==> config.mk <==
export PLATFORM = sky130hd
export DESIGN_NAME = timer_cmd_sequencer
export DESIGN_NICKNAME = d
export VERILOG_FILES = /design/src/rtl/timer_pkg.sv /design/src/rtl/ir_key_capture.sv /design/src/rtl/timer_cmd_sequencer.sv
export SDC_FILE = /design/constraint.sdc
export NUM_CORES = 1
export LEC_CHECK = 0
export BUFFER_PORTS_ARGS = -buffer_cell sky130_fd_sc_hd__buf_2
export CAP_MARGIN = 20
export CORE_UTILIZATION = 45
export DETAILED_ROUTE_END_ITERATION = 8
export HOLD_SLACK_MARGIN = 0.12
export PLACE_DENSITY_LB_ADDON = 0.1
export SLEW_MARGIN = 25
export SYNTH_ARGS = -nofsm -noshare
export SYNTH_HDL_FRONTEND = slang
export SYNTH_SLANG_ARGS = --single-unit
==> constraint.sdc <==
create_clock -name clk_1HZ -period 3.25 [get_ports clk_1HZ]
set_clock_uncertainty 0.2 [all_clocks]
set_input_delay 0.1625 -clock clk_1HZ [delete_from_list [all_inputs] [get_ports clk_1HZ]]
set_output_delay 0.1625 -clock clk_1HZ [all_outputs]
set_load 0.02 [all_outputs]
==> src/rtl/timer_pkg.sv <==
// Shared constants, key codes and the FSM state encoding for the IR-driven
// 4-digit up/down timer sequencer.
package timer_pkg;

  localparam int KEY_W    = 8;
  localparam int KEY_LSB  = 16;
  localparam int DIGIT_W  = 4;
  localparam int DIGITS   = 4;
  localparam int PRESET_W = DIGIT_W * DIGITS;

  localparam logic [KEY_W-1:0] KEY_CLR       = 8'h10;
  localparam logic [KEY_W-1:0] KEY_MODE      = 8'h11;
  localparam logic [KEY_W-1:0] KEY_SS        = 8'h16;
  localparam logic [KEY_W-1:0] KEY_DIGIT_MAX = 8'h09;

  localparam int HOLD_W    = 2;
  localparam int DONE_HOLD = 3;

  typedef enum logic [2:0] {
    UP_RUN    = 3'd0,
    UP_HOLD   = 3'd1,
    SET       = 3'd2,
    DOWN_RUN  = 3'd3,
    DOWN_HOLD = 3'd4,
    DONE      = 3'd5
  } state_t;

  function automatic logic is_digit_key(input logic [KEY_W-1:0] k);
    return k <= KEY_DIGIT_MAX;
  endfunction

endpackage

==> src/rtl/ir_key_capture.sv <==
// Captures the key byte of an IR frame on the rising edge of ir_ready so a
// held level (repeat frames) yields exactly one key_valid pulse.
module ir_key_capture
  import timer_pkg::*;
(
  input  logic             clk_1HZ,
  input  logic             rst,
  input  logic             ir_ready,
  input  logic [31:0]      ir_in,
  output logic             key_valid,
  output logic [KEY_W-1:0] key
);

  logic ir_ready_d;
  logic rise;
  logic unused_frame_bits;

  assign rise              = ir_ready & ~ir_ready_d;
  assign unused_frame_bits = ^{ir_in[31:KEY_LSB+KEY_W], ir_in[KEY_LSB-1:0]};

  // NOTE: sequential state uses non-blocking assignments so every register
  // samples the pre-edge values regardless of statement order.
  always_ff @(posedge clk_1HZ or negedge rst) begin
    if (!rst) begin
      ir_ready_d <= 1'b0;
      key_valid  <= 1'b0;
      key        <= '0;
    end else begin
      ir_ready_d <= ir_ready;
      key_valid  <= rise;
      if (rise) key <= ir_in[KEY_LSB +: KEY_W];
    end
  end

endmodule

==> src/rtl/timer_cmd_sequencer.sv <==
// Mode/run/hold FSM and BCD preset register driving the timer datapath.
// Build option AUTO_RELOAD_EN: countdown expiry reloads the preset and keeps running.
module timer_cmd_sequencer
  import timer_pkg::*;
(
  input  logic                clk_1HZ,
  input  logic                rst,
  input  logic                ir_ready,
  input  logic [31:0]         ir_in,
  input  logic                cnt_zero,
  output logic                cnt_load,
  output logic                cnt_en,
  output logic                cnt_dir,
  output logic [PRESET_W-1:0] preset,
  output logic                done_pulse,
  output logic [2:0]          state
);

  state_t              cur_state, next_state;
  logic [PRESET_W-1:0] preset_q, preset_d;
  logic [HOLD_W-1:0]   hold_cnt;
  logic                load_q, load_d, done_q, done_d, en_q, en_d, dir_q, dir_d;
  logic                key_valid;
  logic [KEY_W-1:0]    key;
  logic                is_mode, is_ss, is_clr, is_digit, expiry;

  ir_key_capture u_capture (
    .clk_1HZ  (clk_1HZ),
    .rst      (rst),
    .ir_ready (ir_ready),
    .ir_in    (ir_in),
    .key_valid(key_valid),
    .key      (key)
  );

  assign is_mode  = key_valid && (key == KEY_MODE);
  assign is_ss    = key_valid && (key == KEY_SS);
  assign is_clr   = key_valid && (key == KEY_CLR);
  assign is_digit = key_valid && is_digit_key(key);
  // cnt_zero is stale during the load cycle, so expiry waits for the new count.
  assign expiry   = (cur_state == DOWN_RUN) && cnt_zero && !load_q;

  always_ff @(posedge clk_1HZ or negedge rst) begin
    if (!rst) begin
      cur_state <= UP_RUN;
      preset_q  <= '0;
      hold_cnt  <= '0;
      load_q    <= 1'b0;
      done_q    <= 1'b0;
      en_q      <= 1'b0;
      dir_q     <= 1'b0;
    end else begin
      cur_state <= next_state;
      preset_q  <= preset_d;
      hold_cnt  <= (cur_state == DONE) ? hold_cnt + 1'b1 : '0;
      load_q    <= load_d;
      done_q    <= done_d;
      en_q      <= en_d;
      dir_q     <= dir_d;
    end
  end

  // NOTE: every signal written here gets a default first, so no path can
  // leave it unassigned and infer a latch.
  always_comb begin
    next_state = cur_state;
    if (is_mode) begin
      next_state = (cur_state == SET) ? UP_RUN : SET;
    end else begin
      case (cur_state)
        UP_RUN:    if (is_ss) next_state = UP_HOLD;
        UP_HOLD:   if (is_ss) next_state = UP_RUN;
        SET:       if (is_ss && preset_q != '0) next_state = DOWN_RUN;
        DOWN_RUN: begin
          if (expiry) begin
`ifdef AUTO_RELOAD_EN
            next_state = DOWN_RUN;
`else
            next_state = DONE;
`endif
          end else if (is_ss) begin
            next_state = DOWN_HOLD;
          end
        end
        DOWN_HOLD: begin
          if (is_ss)       next_state = DOWN_RUN;
          else if (is_clr) next_state = SET;
        end
        DONE:      if (hold_cnt == HOLD_W'(DONE_HOLD - 1)) next_state = SET;
        default:   next_state = UP_RUN;
      endcase
    end
  end

  always_comb begin
    preset_d = preset_q;
    load_d   = 1'b0;
    done_d   = 1'b0;
    if (is_mode) begin
      if (cur_state == SET) begin
        preset_d = '0;
        load_d   = 1'b1;
      end
    end else begin
      case (cur_state)
        UP_HOLD: if (is_clr) begin
          preset_d = '0;
          load_d   = 1'b1;
        end
        SET: begin
          if (is_digit)                       preset_d = {preset_q[PRESET_W-DIGIT_W-1:0], key[DIGIT_W-1:0]};
          else if (is_clr)                    preset_d = '0;
          else if (is_ss && preset_q != '0)   load_d   = 1'b1;
        end
        DOWN_RUN: if (expiry) begin
          done_d = 1'b1;
`ifdef AUTO_RELOAD_EN
          load_d = 1'b1;
`endif
        end
        DOWN_HOLD: if (is_clr) preset_d = '0;
        default: ;
      endcase
    end
    en_d  = ((next_state == UP_RUN) || (next_state == DOWN_RUN)) && !load_d;
    dir_d = !((next_state == UP_RUN) || (next_state == UP_HOLD));
  end

  assign state      = cur_state;
  assign preset     = preset_q;
  assign cnt_load   = load_q;
  assign done_pulse = done_q;
  assign cnt_dir    = dir_q;
  assign cnt_en     = en_q && !expiry;

endmodule

Word-level counts from Yosys, hierarchy flattened. Index checks and enable logic that the tools add are counted.

Logic and storage cells: 74. Register bits after elaboration: 35. Output and inout port bits: 23. Input port bits: 36.

Reductions and logical operators: 21. $lt $le $gt $ge: 1. $add $sub $neg: 1. Bitwise logic cells: 2. Muxes and demuxes: 27. Eq/ne operators: 12.

Operators with widths (count): two-way mux 16 bit (4); one-hot mux 16 bit (2 select lines) (1); two-way mux 3 bit (9); equality test 8 x 5 -> 1 bit, second input constant (3); one-hot mux 3 bit (6 select lines) (1); nonzero test 16 bit (1); equality test 3 x 2 -> 1 bit, second input constant (3); logical AND 1 bit (9); two-way mux 1 bit (9); <= comparator 8 x 4 -> 1 bit, second input constant (1); equality test 3 x 1 -> 1 bit, second input constant (2); equality test 3 bit, second input constant (2); logical NOT 3 bit (2); logical NOT 1 bit (4); two-way mux 2 bit (2); adder 2 x 1 -> 2 bit, second input constant (1); equality test 2 bit, second input constant (1); logical OR 1 bit (2); inequality test 2 x 1 -> 1 bit, second input constant (1); one-hot mux 1 bit (2 select lines) (1); AND reduction 2 bit (1); nonzero test 2 bit (1); OR reduction 2 bit (1); bitwise AND 1 bit (1); inverter 1 bit (1).

Depth between registers and ports, before layout.
Depth in word-level cells: 10. Gate-level depth with buffers: 8. Gate-level depth less buffers: 8.

Modules after synthesis. From an unflattened synthesis, not the netlist that was laid out.

Cells, all modules: 136. Area, all modules: 1665.3 µm².

Modules (own cells, without submodules): timer_cmd_sequencer (sequential area each 625.6 µm², cells an instance 116, area each 1261.2 µm², times used 1); ir_key_capture (sequential area each 250.2 µm², cells an instance 20, area each 404.1 µm², times used 1).

Worst setup path before layout. Ideal clock, no wire load.

Path kind: register to register. Start: register u_capture.key[5]. End: register preset_q[10], in the netlist preset[10]. Arrival time: 2103 ps. Clock period less this slack: 2424 ps. Setup time: 121 ps. Path buffers: 2. Path slack: 826 ps. Data required time: 2929 ps. Stages on the path, launching flop included: 7. Cell sequence: dfrtp_1 > or4b_4 > or4_4 > buf_6 > a31o_4 > buf_6 > a22o_1.

Longest elaborated chain between the ends: 6. Elaborated cells on any way between the ends: 12. Classes of those cells: order compare (1); eq/ne (3); mux (4); reduce/logical (4).

Ends and longest elaborated chain: start: declaration (line ir_key_capture.sv:11) `output logic [KEY_W-1:0] key`; start signal: assignment (line ir_key_capture.sv:31) `if (rise) key <= ir_in[KEY_LSB +: KEY_W];`; branches (longest 6 deep; another with <= comparator 8 x 4 -> 1 bit); end signal: assignment (line timer_cmd_sequencer.sv:54) `preset_q <= preset_d;`; end: declaration (line timer_cmd_sequencer.sv:20) `logic [PRESET_W-1:0] preset_q, preset_d;`.

Parallel ways; which one is timed is not known. A chain may end at the register's enable or synchronous reset.

Worst setup path after layout.
Start: register u_capture.key[5]. End: register en_q.

Elaborated cells on any way between the ends: 29. Classes of those cells: order compare (1); eq/ne (4); mux (15); reduce/logical (9).

RTL lines: equality test 8 x 5 -> 1 bit, on equally long branches (line timer_cmd_sequencer.sv:38, timer_cmd_sequencer.sv:37); logical AND 1 bit, on equally long branches (line timer_cmd_sequencer.sv:38, timer_cmd_sequencer.sv:37); two-way mux 3 bit (tied with other cells) (line timer_cmd_sequencer.sv:87) `else if (is_clr) next_state = SET;`; two-way mux 3 bit, on equally long branches (line timer_cmd_sequencer.sv:86, timer_cmd_sequencer.sv:73, timer_cmd_sequencer.sv:75); one-hot mux 3 bit (6 select lines) (line timer_cmd_sequencer.sv:70) `case (cur_state)`; two-way mux 3 bit (*) (line timer_cmd_sequencer.sv:67) `if (is_mode) begin`; via next_state[1] (line timer_cmd_sequencer.sv:19) `state_t cur_state, next_state;`; equality test 3 x 2 -> 1 bit / logical NOT 3 bit (equally long branches) (line timer_cmd_sequencer.sv:125) `en_d = ((next_state == UP_RUN) || (next_state == DOWN_RUN)) && !load_d;`; logical OR 1 bit (*) (line timer_cmd_sequencer.sv:125); logical AND 1 bit (*) (line timer_cmd_sequencer.sv:125); via en_d (line timer_cmd_sequencer.sv:22) `logic load_q, load_d, done_q, done_d, en_q, en_d, dir_q, dir_d;`; end signal: assignment (line timer_cmd_sequencer.sv:58) `en_q <= en_d;`; end: declaration (line timer_cmd_sequencer.sv:22).

Mark *: on every way through the listed nets, which the timed path passes. The rest lies on a longest branch.

==> impl_metrics.xml <==
<?xml version="1.0" encoding="UTF-8"?>
<metrics>
  <group name="sta">
    <metric name="worst_hold_slack" unit="ps">210</metric>
    <metric name="worst_slew_margin_rel" unit="%">50.0</metric>
    <metric name="fin_hold_viols" unit="">0</metric>
    <metric name="period_share" unit="%">77.4</metric>
    <metric name="final_setup_tns" unit="ps">0</metric>
    <metric name="finalSetupViolCount" unit="">0</metric>
    <metric name="fmax" unit="MHz">397</metric>
    <metric name="timing_worst_slew_pin_value" unit="ps">749</metric>
    <metric name="min_period" unit="ps">2520</metric>
    <metric name="slew_violations" unit="">0</metric>
    <metric name="grt_setup_unrepaired" unit="">false</metric>
  </group>
  <group name="clock_network">
    <metric name="ctsResizeCount" unit="">0</metric>
    <metric name="clk_path_buf_depth" unit="">2</metric>
    <metric name="clk-insertion-delay-late" unit="ps">340</metric>
    <metric name="cts.clk_slew.worst_paths" unit="ps">110</metric>
    <metric name="cts_made_buffers" unit="">5</metric>
    <metric name="h_tree_lvls" unit="">2</metric>
    <metric name="clock_sink_count" unit="">35</metric>
    <metric name="tritoncts" unit="">built</metric>
    <metric name="cts-hold-fix-buffers" unit="">11</metric>
    <metric name="cts.repair_timing.setup_buffer_count" unit="">0</metric>
    <metric name="clock_tree.root_cell" unit="">clkbuf_4</metric>
  </group>
  <group name="route">
    <metric name="initialDrtViolationCount" unit="">44</metric>
    <metric name="drc_errors" unit="">0</metric>
    <metric name="vias_per_cell" unit="">5.23</metric>
    <metric name="drtPass1Iterations" unit="">4</metric>
    <metric name="route.vias.total" unit="">1203</metric>
    <metric name="wl_per_cell" unit="um">13.5</metric>
    <metric name="antenna_violating_nets_post_route" unit="">0</metric>
    <metric name="routed_wl" unit="um">3100</metric>
  </group>
  <group name="global_route">
    <metric name="use_met2" unit="%">26.7</metric>
    <metric name="maximum_number_of_pins_on_one_net_before_global_route_repair" unit="">36</metric>
    <metric name="grt.overflow.total" unit="">0</metric>
    <metric name="globalRouteMet3Util" unit="%">6.51</metric>
    <metric name="globalRoute.busiestLayer" unit="">met2</metric>
    <metric name="grt_pass1_wl" unit="um">4870</metric>
    <metric name="via_count_of_the_first_global_routing_pass" unit="">1055</metric>
    <metric name="initial_antenna_violation_count" unit="">0</metric>
    <metric name="globalRouteTotalUtil" unit="%">18.2</metric>
    <metric name="grt_util_met1" unit="%">23.8</metric>
  </group>
  <group name="critical_path">
    <metric name="critPathCaptureType" unit="">flip-flop</metric>
    <metric name="max_stage_delay_on_crit_path" unit="ps">560</metric>
    <metric name="worst-setup-path-type" unit="">flip-flop to flip-flop</metric>
    <metric name="crit_path_cell_trace" unit="">or4b_4 &gt; or4_4 &gt; mux2i_1 &gt; o32a_2 &gt; nand3b_1 &gt; a21oi_1</metric>
    <metric name="path_delay_family" unit="">simple AND/OR/NAND/NOR gates</metric>
    <metric name="reg2regPathDepth" unit="">6</metric>
    <metric name="worst-path-max-fanout" unit="">8</metric>
    <metric name="worstPathArrival" unit="ps">2580</metric>
    <metric name="worstPathBufferInverterCount" unit="">0</metric>
    <metric name="worst_r2r_endpoint" unit="">en_q</metric>
    <metric name="worst_setup_path_start_kind" unit="">flip-flop</metric>
    <metric name="timing.reg2reg.setup_slack" unit="ps">730</metric>
    <metric name="slowest_stage" unit="">or4_4</metric>
    <metric name="rr_startpoint" unit="">u_capture.key[5]</metric>
    <metric name="critical_path_required" unit="ps">3310</metric>
  </group>
  <group name="hold_path">
    <metric name="hold_class" unit="">input pin to async pin</metric>
  </group>
  <group name="yosys">
    <metric name="synth.net_count" unit="">173</metric>
    <metric name="syn-instance-count" unit="">136</metric>
    <metric name="syn_area" unit="sq um">1600</metric>
    <metric name="synth_cell_type_count" unit="">33</metric>
    <metric name="synth.ff_latch_count" unit="">35</metric>
    <metric name="synth-warning-count" unit="">0</metric>
    <metric name="seq_area_frac_synth" unit="%">54.7</metric>
    <metric name="synth_area_per_cell" unit="sq um">11.8</metric>
  </group>
  <group name="flow_run">
    <metric name="cap_viol_max_count" unit="">0</metric>
  </group>
  <group name="layout">
    <metric name="most_common_library_cell_in_the_layout_ignoring_fill_and_taps" unit="">dfrtp_1</metric>
    <metric name="ant_diodes" unit="">0</metric>
    <metric name="layout-drive-gt1-share" unit="%">29.9</metric>
    <metric name="finalNetCount" unit="">220</metric>
    <metric name="mostFrequentLayoutCells" unit="">35 x dfrtp_1, 34 x buf_2, 16 x a22o_1, 12 x nor2_1, 11 x dlygate4sd3_1</metric>
    <metric name="area_delta_synth_final" unit="%">25.3</metric>
  </group>
  <group name="floorplan">
    <metric name="die-area" unit="sq um">3800</metric>
    <metric name="placementRows" unit="">21</metric>
    <metric name="chipWidth" unit="um">61.6</metric>
    <metric name="die_y" unit="um">61.6</metric>
    <metric name="io-pin-count" unit="">59</metric>
    <metric name="initial_core_util" unit="%">47.6</metric>
    <metric name="core" unit="sq um">3360</metric>
  </group>
  <group name="placement">
    <metric name="gp_routability_congestion" unit="">0.873</metric>
    <metric name="port_buffers" unit="">34</metric>
    <metric name="post-dp-hpwl" unit="um">2180</metric>
  </group>
  <group name="pwr">
    <metric name="p_leak" unit="uW">0.00100</metric>
    <metric name="peakVddDrop" unit="uV">278</metric>
    <metric name="power.density_cell_area" unit="nW/um^2">612</metric>
  </group>
  <group name="outcome">
    <metric name="outcome" unit="">complete, no violations</metric>
  </group>
</metrics>
==> synthesized netlist by cell type (all sizes together) <==
cell,count,area (sq um)
a22o,16,140
buf,3,30.0
and2,2,12.5
o311ai,1,8.76
nand2,4,15.0
nor4b,1,8.76
nor3b,1,7.51
clkbuf,3,11.3
nor3,1,5.00
a31o,1,17.5
a21oi,7,35.0
mux2i,2,20.0
or4,2,22.5
mux2,8,90.1
and3,1,6.26
o32a,1,11.3
dfrtp,35,876
inv,5,18.8
a41o,1,10.0
nor2,12,45.0
a211o,1,8.76
xnor2,1,8.76
or4b,1,13.8
nor2b,4,25.0
nor4,4,25.0
nand3b,4,30.0
or3,2,12.5
a211oi,1,7.51
and4,1,8.76
nand4,3,18.8
nand2b,6,37.5
ha,1,12.5
==> state kept, by name, indices dropped and copies added (netlist names) <==
name                  flops
en_q                      1
u_capture.ir_ready_d      1
u_capture.key_valid       1
state                     3
u_capture.key             8
cnt_load                  1
preset                   16
done_pulse                1
hold_cnt                  2
cnt_dir                   1
==> layout make-up <==
| class | count | area (sq um) |
|---|---|---|
| clock inverters | 2 | 60.1 |
| fillers | 301 | 1360 |
| flip-flops and latches | 35 | 876 |
| clock buffers | 6 | 41.3 |
| multi-input cells | 90 | 664 |
| repair buffers | 46 | 288 |
| inverters | 5 | 18.8 |
| well taps | 46 | 57.6 |
==> worst max-delay path by stage <==
stage | start | to | slack [ps] | depth (start not counted)
2_1_floorplan | u_capture.key[5] | preset[10] | 830 | 6
3_3_place_gp | u_capture.key[5] | en_q | 790 | 6
3_5_place_dp | u_capture.key[5] | en_q | 750 | 6
4_1_cts | u_capture.key[5] | en_q | 740 | 6
5_1_grt | u_capture.key[5] | en_q | 570 | 6
6_report | u_capture.key[5] | en_q | 730 | 6
==> where the power goes <==
group | leakage (uW) | switching [uW] | internal [uW]
Sequential | 0.000462 | 62.1 | 489
Clock | 0.0000525 | 144 | 240
Combinational | 0.000488 | 161 | 131
Total | 0.00100 | 367 | 860
==> logic make-up after synthesis <==
| kind of cell | after synthesis | share of synthesized area, % |
|---|---|---|
| flip-flops | 35 | 54.7 |
| buffers and inverters | 11 | 3.75 |
| adder cells (fa/ha/maj) | 1 | 0.782 |
| multiplexers | 10 | 6.88 |
| AND/OR/NAND/NOR | 49 | 18.4 |
| XOR/XNOR | 1 | 0.547 |
| AO/OA/AOI/OAI | 29 | 14.9 |
==> worst register-to-register path: stages, from the launching register on <==
cell and delay, ps:
dfrtp_1 410, or4b_4 550, or4_4 560, mux2i_1 150
o32a_2 230, nand3b_1 170, a21oi_1 180
==> layer usage <==
| metal | routed length, um | vias to the layer above |
|---|---|---|
| met5 | 0 | - |
| met3 | 111 | 7 |
| met2 | 1430 | 22 |
| met4 | 57 | 0 |
| met1 | 1500 | 579 |
| li1 | - | 595 |
==> through the flow <==
step,std cells,util (%),worst slack (ps),area (sq um),total power [uW]
after detailed placement,211,53.3,753,1790,844
after global routing,230,59.6,574,2010,1300
after CTS,230,59.6,737,2010,1240
after global placement,211,53.3,786,1790,834
after floorplan,136,-,826,1600,751
final,230,59.6,734,2010,1230
Note: power is estimated with default switching activity, not from simulation.
